**src/rtl/usb_tx_serializer.sv**
```systemverilog
// USB transmit line stage: pulls bits from the TX FIFO, bit-stuffs, NRZI-encodes,
// drives D+/D- and closes each packet with SE0, SE0, J. Line changes follow bit_en.
module usb_tx_serializer #(
  parameter int STUFF_LEN = 6,
  parameter int CNT_W     = $clog2(STUFF_LEN + 1)
) (
  input  logic clk,
  input  logic rst,
  input  logic bit_en,
  input  logic start,
  input  logic fifo_empty,
  input  logic fifo_bit,
  output logic fifo_re,
  output logic dp,
  output logic dm,
  output logic busy,
  output logic done
);

  localparam logic [2:0] ST_IDLE = 3'd0;
  localparam logic [2:0] ST_SEND = 3'd1;
  localparam logic [2:0] ST_EOP1 = 3'd2;
  localparam logic [2:0] ST_EOP2 = 3'd3;
  localparam logic [2:0] ST_EOP3 = 3'd4;
  localparam logic [2:0] ST_DONE = 3'd5;

  localparam logic [CNT_W-1:0] STUFF_MAX = CNT_W'(STUFF_LEN);
  localparam logic [CNT_W-1:0] CNT_ONE   = CNT_W'(1);

  logic [2:0]       state_q, state_d;
  logic             lvl_q, lvl_d;
  logic [CNT_W-1:0] ones_q, ones_d;
  logic             dp_q, dp_d;
  logic             dm_q, dm_d;
  logic             busy_q, busy_d;
  logic             done_q, done_d;
  logic             se0_d;

  always_comb begin
    // NOTE: every signal written here gets a default first, so no path leaves
    // one unassigned and no latch is inferred.
    state_d = state_q;
    lvl_d   = lvl_q;
    ones_d  = ones_q;
    busy_d  = busy_q;
    done_d  = 1'b0;
    fifo_re = 1'b0;

    case (state_q)
      ST_IDLE: begin
        if (start) begin
          state_d = ST_SEND;
          busy_d  = 1'b1;
          ones_d  = '0;
        end
      end
      ST_SEND: begin
        if (bit_en) begin
          if (ones_q == STUFF_MAX) begin
            // Stuffed zero takes priority, so a run of ones at the very end is still closed.
            lvl_d  = ~lvl_q;
            ones_d = '0;
          end else if (!fifo_empty) begin
            fifo_re = ~rst;
            if (fifo_bit) begin
              ones_d = ones_q + CNT_ONE;
            end else begin
              ones_d = '0;
              lvl_d  = ~lvl_q;
            end
          end else begin
            state_d = ST_EOP1;
          end
        end
      end
      ST_EOP1: begin
        if (bit_en) state_d = ST_EOP2;
      end
      ST_EOP2: begin
        if (bit_en) begin
          state_d = ST_EOP3;
          lvl_d   = 1'b1;
        end
      end
      ST_EOP3: begin
        if (bit_en) begin
          state_d = ST_DONE;
          done_d  = 1'b1;
        end
      end
      ST_DONE: begin
        state_d = ST_IDLE;
        busy_d  = 1'b0;
      end
      default: begin
        state_d = ST_IDLE;
        lvl_d   = 1'b1;
        ones_d  = '0;
        busy_d  = 1'b0;
      end
    endcase

    // Line outputs are registered from next state so they change on the bit_en edge itself.
    se0_d = (state_d == ST_EOP1) || (state_d == ST_EOP2);
    dp_d  = se0_d ? 1'b0 : lvl_d;
    dm_d  = se0_d ? 1'b0 : ~lvl_d;
  end

  always_ff @(posedge clk) begin
    // NOTE: sequential state uses non-blocking assignments so every register
    // samples the pre-edge values, independent of statement order.
    if (rst) begin
      state_q <= ST_IDLE;
      lvl_q   <= 1'b1;
      ones_q  <= '0;
      dp_q    <= 1'b1;
      dm_q    <= 1'b0;
      busy_q  <= 1'b0;
      done_q  <= 1'b0;
    end else begin
      state_q <= state_d;
      lvl_q   <= lvl_d;
      ones_q  <= ones_d;
      dp_q    <= dp_d;
      dm_q    <= dm_d;
      busy_q  <= busy_d;
      done_q  <= done_d;
    end
  end

  assign dp   = dp_q;
  assign dm   = dm_q;
  assign busy = busy_q;
  assign done = done_q;

endmodule
```
**config.mk**
```make
export PLATFORM = sky130hd
export DESIGN_NAME = usb_tx_serializer
export DESIGN_NICKNAME = d
export VERILOG_FILES = /design/src/rtl/usb_tx_serializer.sv
export SDC_FILE = /design/constraint.sdc
export NUM_CORES = 1
export LEC_CHECK = 0
export CAP_MARGIN = 0
export CELL_PAD_IN_SITES_DETAIL_PLACEMENT = 0
export CELL_PAD_IN_SITES_GLOBAL_PLACEMENT = 1
export CORE_MARGIN = 2
export CORE_UTILIZATION = 40
export CTS_CLUSTER_SIZE = 24
export DETAILED_ROUTE_END_ITERATION = 6
export PLACE_DENSITY = 0.81
export SLEW_MARGIN = 15
export SYNTH_ARGS = -nofsm -noshare
export SYNTH_HDL_FRONTEND = slang
export SYNTH_SLANG_ARGS = --single-unit
```
**constraint.sdc**
```tcl
create_clock -name clk -period 4.15 [get_ports clk]
set_input_delay 0.83 -clock clk [delete_from_list [all_inputs] [get_ports clk]]
set_output_delay 0.83 -clock clk [all_outputs]
set_load 0.01 [all_outputs]
```
==> flow_summary.html <==
<table>
<tr><th>Metric</th><th>Value</th></tr>
<tr><th colspan="2">Run</th></tr>
<tr><td>Max-cap violation count</td><td>0</td></tr>
<tr><th colspan="2">Global route</th></tr>
<tr><td>Via count of the first global-routing pass</td><td>517</td></tr>
<tr><td>First-pass GRT wire length</td><td>2.056 mm</td></tr>
<tr><td>Congestion Overflow GR</td><td>0</td></tr>
<tr><td>Largest net degree at the start of global routing</td><td>13</td></tr>
<tr><td>Overall fraction of global-route tracks in use</td><td>14.83%</td></tr>
<tr><td>Number of antenna violations at the first check in global routing</td><td>0</td></tr>
<tr><th colspan="2">Route</th></tr>
<tr><td>DR vias</td><td>524</td></tr>
<tr><td>Overall routed net length</td><td>1.244 mm</td></tr>
<tr><td>Number of vias per cell</td><td>5.574</td></tr>
<tr><td>DRC violation count after routing</td><td>0</td></tr>
<tr><td>Number of detailed-routing iterations run before antenna repair</td><td>4</td></tr>
<tr><td>Routed wire length per instance</td><td>13.23 microns</td></tr>
<tr><td>DRC violation total after the first TritonRoute iteration</td><td>6</td></tr>
<tr><td>Antenna-violating nets left</td><td>0</td></tr>
<tr><th colspan="2">STA</th></tr>
<tr><td>Final count of negative-setup-slack endpoints</td><td>0</td></tr>
<tr><td>Relative slew slack</td><td>70.21%</td></tr>
<tr><td>Post-route setup slack</td><td>0.8901 ns</td></tr>
<tr><td>Setup TNS after final layout</td><td>0 ns</td></tr>
<tr><td>Maximum clock frequency</td><td>0.3068 GHz</td></tr>
<tr><td>Number of max-slew violations in the final report</td><td>0</td></tr>
<tr><td>Clock Skew</td><td>0.002844 ns</td></tr>
<tr><td>Transition time at the pin with the least slew margin</td><td>0.4461 ns</td></tr>
<tr><td>Post-route clock period utilization</td><td>78.55%</td></tr>
<tr><td>Final worst hold slack</td><td>0.4987 ns</td></tr>
<tr><td>Time the worst path needs with I/O delays and setup</td><td>3.260 ns</td></tr>
<tr><td>Setup repair after global routing missed its margin</td><td>no</td></tr>
<tr><td>Final hold viol count</td><td>0</td></tr>
<tr><th colspan="2">Synth</th></tr>
<tr><td>Sequential-to-total area share from yosys stat</td><td>35.99%</td></tr>
<tr><td>Top area cells in the synthesized netlist</td><td>dfxtp_1 (36%), ha_1 (6.1%), nor2_1 (5.5%)</td></tr>
<tr><td>Share of the synthesized area in the top cell type</td><td>35.99%</td></tr>
<tr><td>Cell taking the most area after synthesis</td><td>dfxtp_1</td></tr>
<tr><td>Number of library cell types mapped by synthesis</td><td>35</td></tr>
<tr><td>Number of nets produced by synthesis</td><td>76</td></tr>
<tr><td>Avg Cell Area, Syn</td><td>9.132 sq um</td></tr>
<tr><td>Post-Synth Adder-Cell Area</td><td>6.135%</td></tr>
<tr><td>Area fraction in and, or, nand and nor cells after synthesis</td><td>23.93%</td></tr>
<tr><td>Register bit total from synthesis</td><td>11</td></tr>
<tr><td>Post-synthesis cell count</td><td>67</td></tr>
<tr><td>Dominant combinational cell family by area after synthesis</td><td>simple AND/OR/NAND/NOR gates</td></tr>
<tr><td>Count of synthesis-stage warnings from yosys</td><td>0</td></tr>
<tr><td>Summed instance area of the synthesized netlist</td><td>611.8 sq um</td></tr>
<tr><td>XOR/XNOR Fraction of Synth Area</td><td>0%</td></tr>
<tr><td>Complex-gate fraction of the synthesized area</td><td>23.72%</td></tr>
<tr><td>Mux share of post-synthesis cell area</td><td>4.908%</td></tr>
<tr><th colspan="2">Pwr</th></tr>
<tr><td>Switching power as a share of total power</td><td>26.61%</td></tr>
<tr><td>P_leak</td><td>0.3080 nW</td></tr>
<tr><td>Pint</td><td>0.1730 mW</td></tr>
<tr><td>Worst VDD drop</td><td>0.0001791 V</td></tr>
<tr><td>Net load switching power</td><td>0.06273 mW</td></tr>
<tr><td>Part of the power in registers</td><td>49.7%</td></tr>
<tr><td>Relative contribution of combinational cells to total power</td><td>18.9%</td></tr>
<tr><td>Power Density</td><td>318.3 nW/um^2</td></tr>
<tr><td>Power share of the clock group</td><td>31.4%</td></tr>
<tr><th colspan="2">CTS</th></tr>
<tr><td>Setup bufs post-CTS</td><td>0</td></tr>
<tr><td>H-Tree Depth</td><td>1</td></tr>
<tr><td>Resized Gates After CTS</td><td>0</td></tr>
<tr><td>Insertion delay to the later sink of the worst-skew pair</td><td>0.27 ns</td></tr>
<tr><td>Max Root-Sink Buffers</td><td>2</td></tr>
<tr><td>Count of clock tree sinks</td><td>11</td></tr>
<tr><td>Root buf cell</td><td>clkbuf_4</td></tr>
<tr><td>Clock-pin slew on the worst setup and hold paths</td><td>0.07 ns</td></tr>
<tr><td>Clock tree from TritonCTS</td><td>yes</td></tr>
<tr><td>Total of hold buffers inserted after clock tree synthesis</td><td>0</td></tr>
<tr><td>Clock buffer count from CTS</td><td>3</td></tr>
<tr><th colspan="2">Worst setup path</th></tr>
<tr><td>CP Data Required Time</td><td>3.32 ns</td></tr>
<tr><td>Critical Path Start Type</td><td>register</td></tr>
<tr><td>Worst path arrival time</td><td>2.43 ns</td></tr>
<tr><td>Worst-path maximum fanout</td><td>5</td></tr>
<tr><td>Crit path capture type</td><td>output pin</td></tr>
<tr><td>Kind of critical path</td><td>reg -&gt; out</td></tr>
<tr><th colspan="2">Run status</th></tr>
<tr><td>Outcome</td><td>finished clean</td></tr>
<tr><th colspan="2">Layout</th></tr>
<tr><td>Layout Nets</td><td>88</td></tr>
<tr><td>Antenna Diode Count</td><td>0</td></tr>
<tr><td>Cell area after layout</td><td>740.7 sq um</td></tr>
<tr><td>Share of final-layout standard cells stronger than drive strength 1</td><td>10.26%</td></tr>
<tr><td>Area Overhead vs Synth</td><td>21.06%</td></tr>
<tr><td>Final instance count without filler cells</td><td>94</td></tr>
<tr><th colspan="2">Placement</th></tr>
<tr><td>Pre-CTS setup slack</td><td>1.035 ns</td></tr>
<tr><td>Placed cell areas</td><td>714.4 sq um</td></tr>
<tr><td>Inst Count DP</td><td>90</td></tr>
<tr><td>Global placer's final weighted congestion</td><td>0.7619</td></tr>
<tr><td>Post-detail-place hpwl</td><td>902.2 microns</td></tr>
<tr><td>Port buffer count</td><td>10</td></tr>
<tr><th colspan="2">Floorplanning</th></tr>
<tr><td>Area of the placeable core</td><td>1471 sq um</td></tr>
<tr><td>Top Ports</td><td>11</td></tr>
<tr><td>Horizontal extent of the die</td><td>43.11 microns</td></tr>
<tr><td>Die ar.</td><td>1858 sq um</td></tr>
<tr><td>Initial cell density of the core</td><td>41.58%</td></tr>
<tr><td>Number of rows created at floorplan</td><td>14</td></tr>
<tr><td>Die span in y</td><td>43.11 microns</td></tr>
<tr><th colspan="2">Min path</th></tr>
<tr><td>Worst hold path type</td><td>reg -&gt; reg</td></tr>
</table>
==> power by group through the flow <==
| stage | registers, mW | logic [mW] | clock network [mW] |
|---|---|---|---|
| finish | 0.117 | 0.0445 | 0.0740 |
| global route | 0.118 | 0.0488 | 0.0801 |
| CTS | 0.117 | 0.0448 | 0.0758 |
| detailed placement | 0.120 | 0.0445 | 0 |
| global placement | 0.120 | 0.0437 | 0 |
| floorplan | 0.118 | 0.0298 | 0 |
==> worst paths after layout <==
| check | slack (ns) | cells past startpoint | startpoint | to |
|---|---|---|---|---|
| max | 0.89 | 6 | ones_q[0] | fifo_re |
| min | 0.50 | 2 | busy | busy |
| max reg2reg | 2.29 | 5 | state_q[1] | ones_q[1] |
| min reg2reg | 0.50 | 2 | busy | busy |
==> registers in the layout, indices dropped and copies added (netlist names) <==
signal   cells
dp           1
lvl_q        1
ones_q       3
busy         1
state_q      3
done         1
dm           1
==> synth_stat cells, drive strengths merged <==
library cell	n
buf	3
nor3	2
o311ai	1
a211oi	1
a21boi	1
a21o	1
nand2	3
a21bo	1
or2	1
a2bb2oi	2
nand2b	2
o21bai	2
nor2	9
inv	2
o21ai	2
mux2i	3
nor2b	2
dfxtp	11
a221o	1
a32oi	1
a211o	1
ha	3
o21a	1
clkbuf	1
nand4b	1
and4b	1
or3	1
a21oi	3
or3b	1
nor4b	2
nor4	1
==> stage by stage <==
stage                     power (mW)  utilization [%]
after CTS                     0.2379            50.34
final                         0.2358            50.34
after floorplan               0.1476                -
after global routing          0.2472            50.34
after detailed placement      0.1644            48.55
after global placement        0.1633            48.55
==> critical path, stage by stage, from the launching register on <==
cell,delay (ns)
dfxtp_1,0.37
inv_1,0.06
ha_1,0.23
a211o_1,0.36
or2_2,0.31
nor4b_1,0.25
clkdlybuf4s50_1,0.59
==> final cells by class <==
class | instances | area, sq um
timing repair buffer | 11 | 107.6
tap | 16 | 20.02
multi-input combinational | 50 | 359.1
sequential | 11 | 220.2
inverter | 2 | 7.507
fill | 146 | 730.7
clock buffer | 4 | 26.28
==> layout by cell type (no fill, tap or decap), drive strengths merged, types with 3 or more instances in the layout <==
master	Yosys	layout
dfxtp	11	11
clkdlybuf4s50	0	10
nor2	9	9
clkbuf	1	4
mux2i	3	3
nand2	3	3
ha	3	3
a21oi	3	3
==> logic make-up (layout without fill, tap and decap cells) <==
| group | count (synthesis) | after routing |
|---|---|---|
| buffers and inverters | 6 | 17 |
| multiplexers | 3 | 3 |
| AND/OR/NAND/NOR | 26 | 26 |
| adder cells (fa/ha/maj) | 3 | 3 |
| AO/OA/AOI/OAI | 18 | 18 |
| flip-flops | 11 | 11 |
==> metal layers <==
metal | wire length [microns] | up-vias | GRT usage [%]
met1 | 605 | 237 | 17.85
met3 | 42 | 4 | 3.830
met4 | 23 | 0 | 7.879
li1 | - | 269 | -
met5 | 0 | - | 0
met2 | 572 | 14 | 23.88
Note: power is estimated with default switching activity, not from simulation.
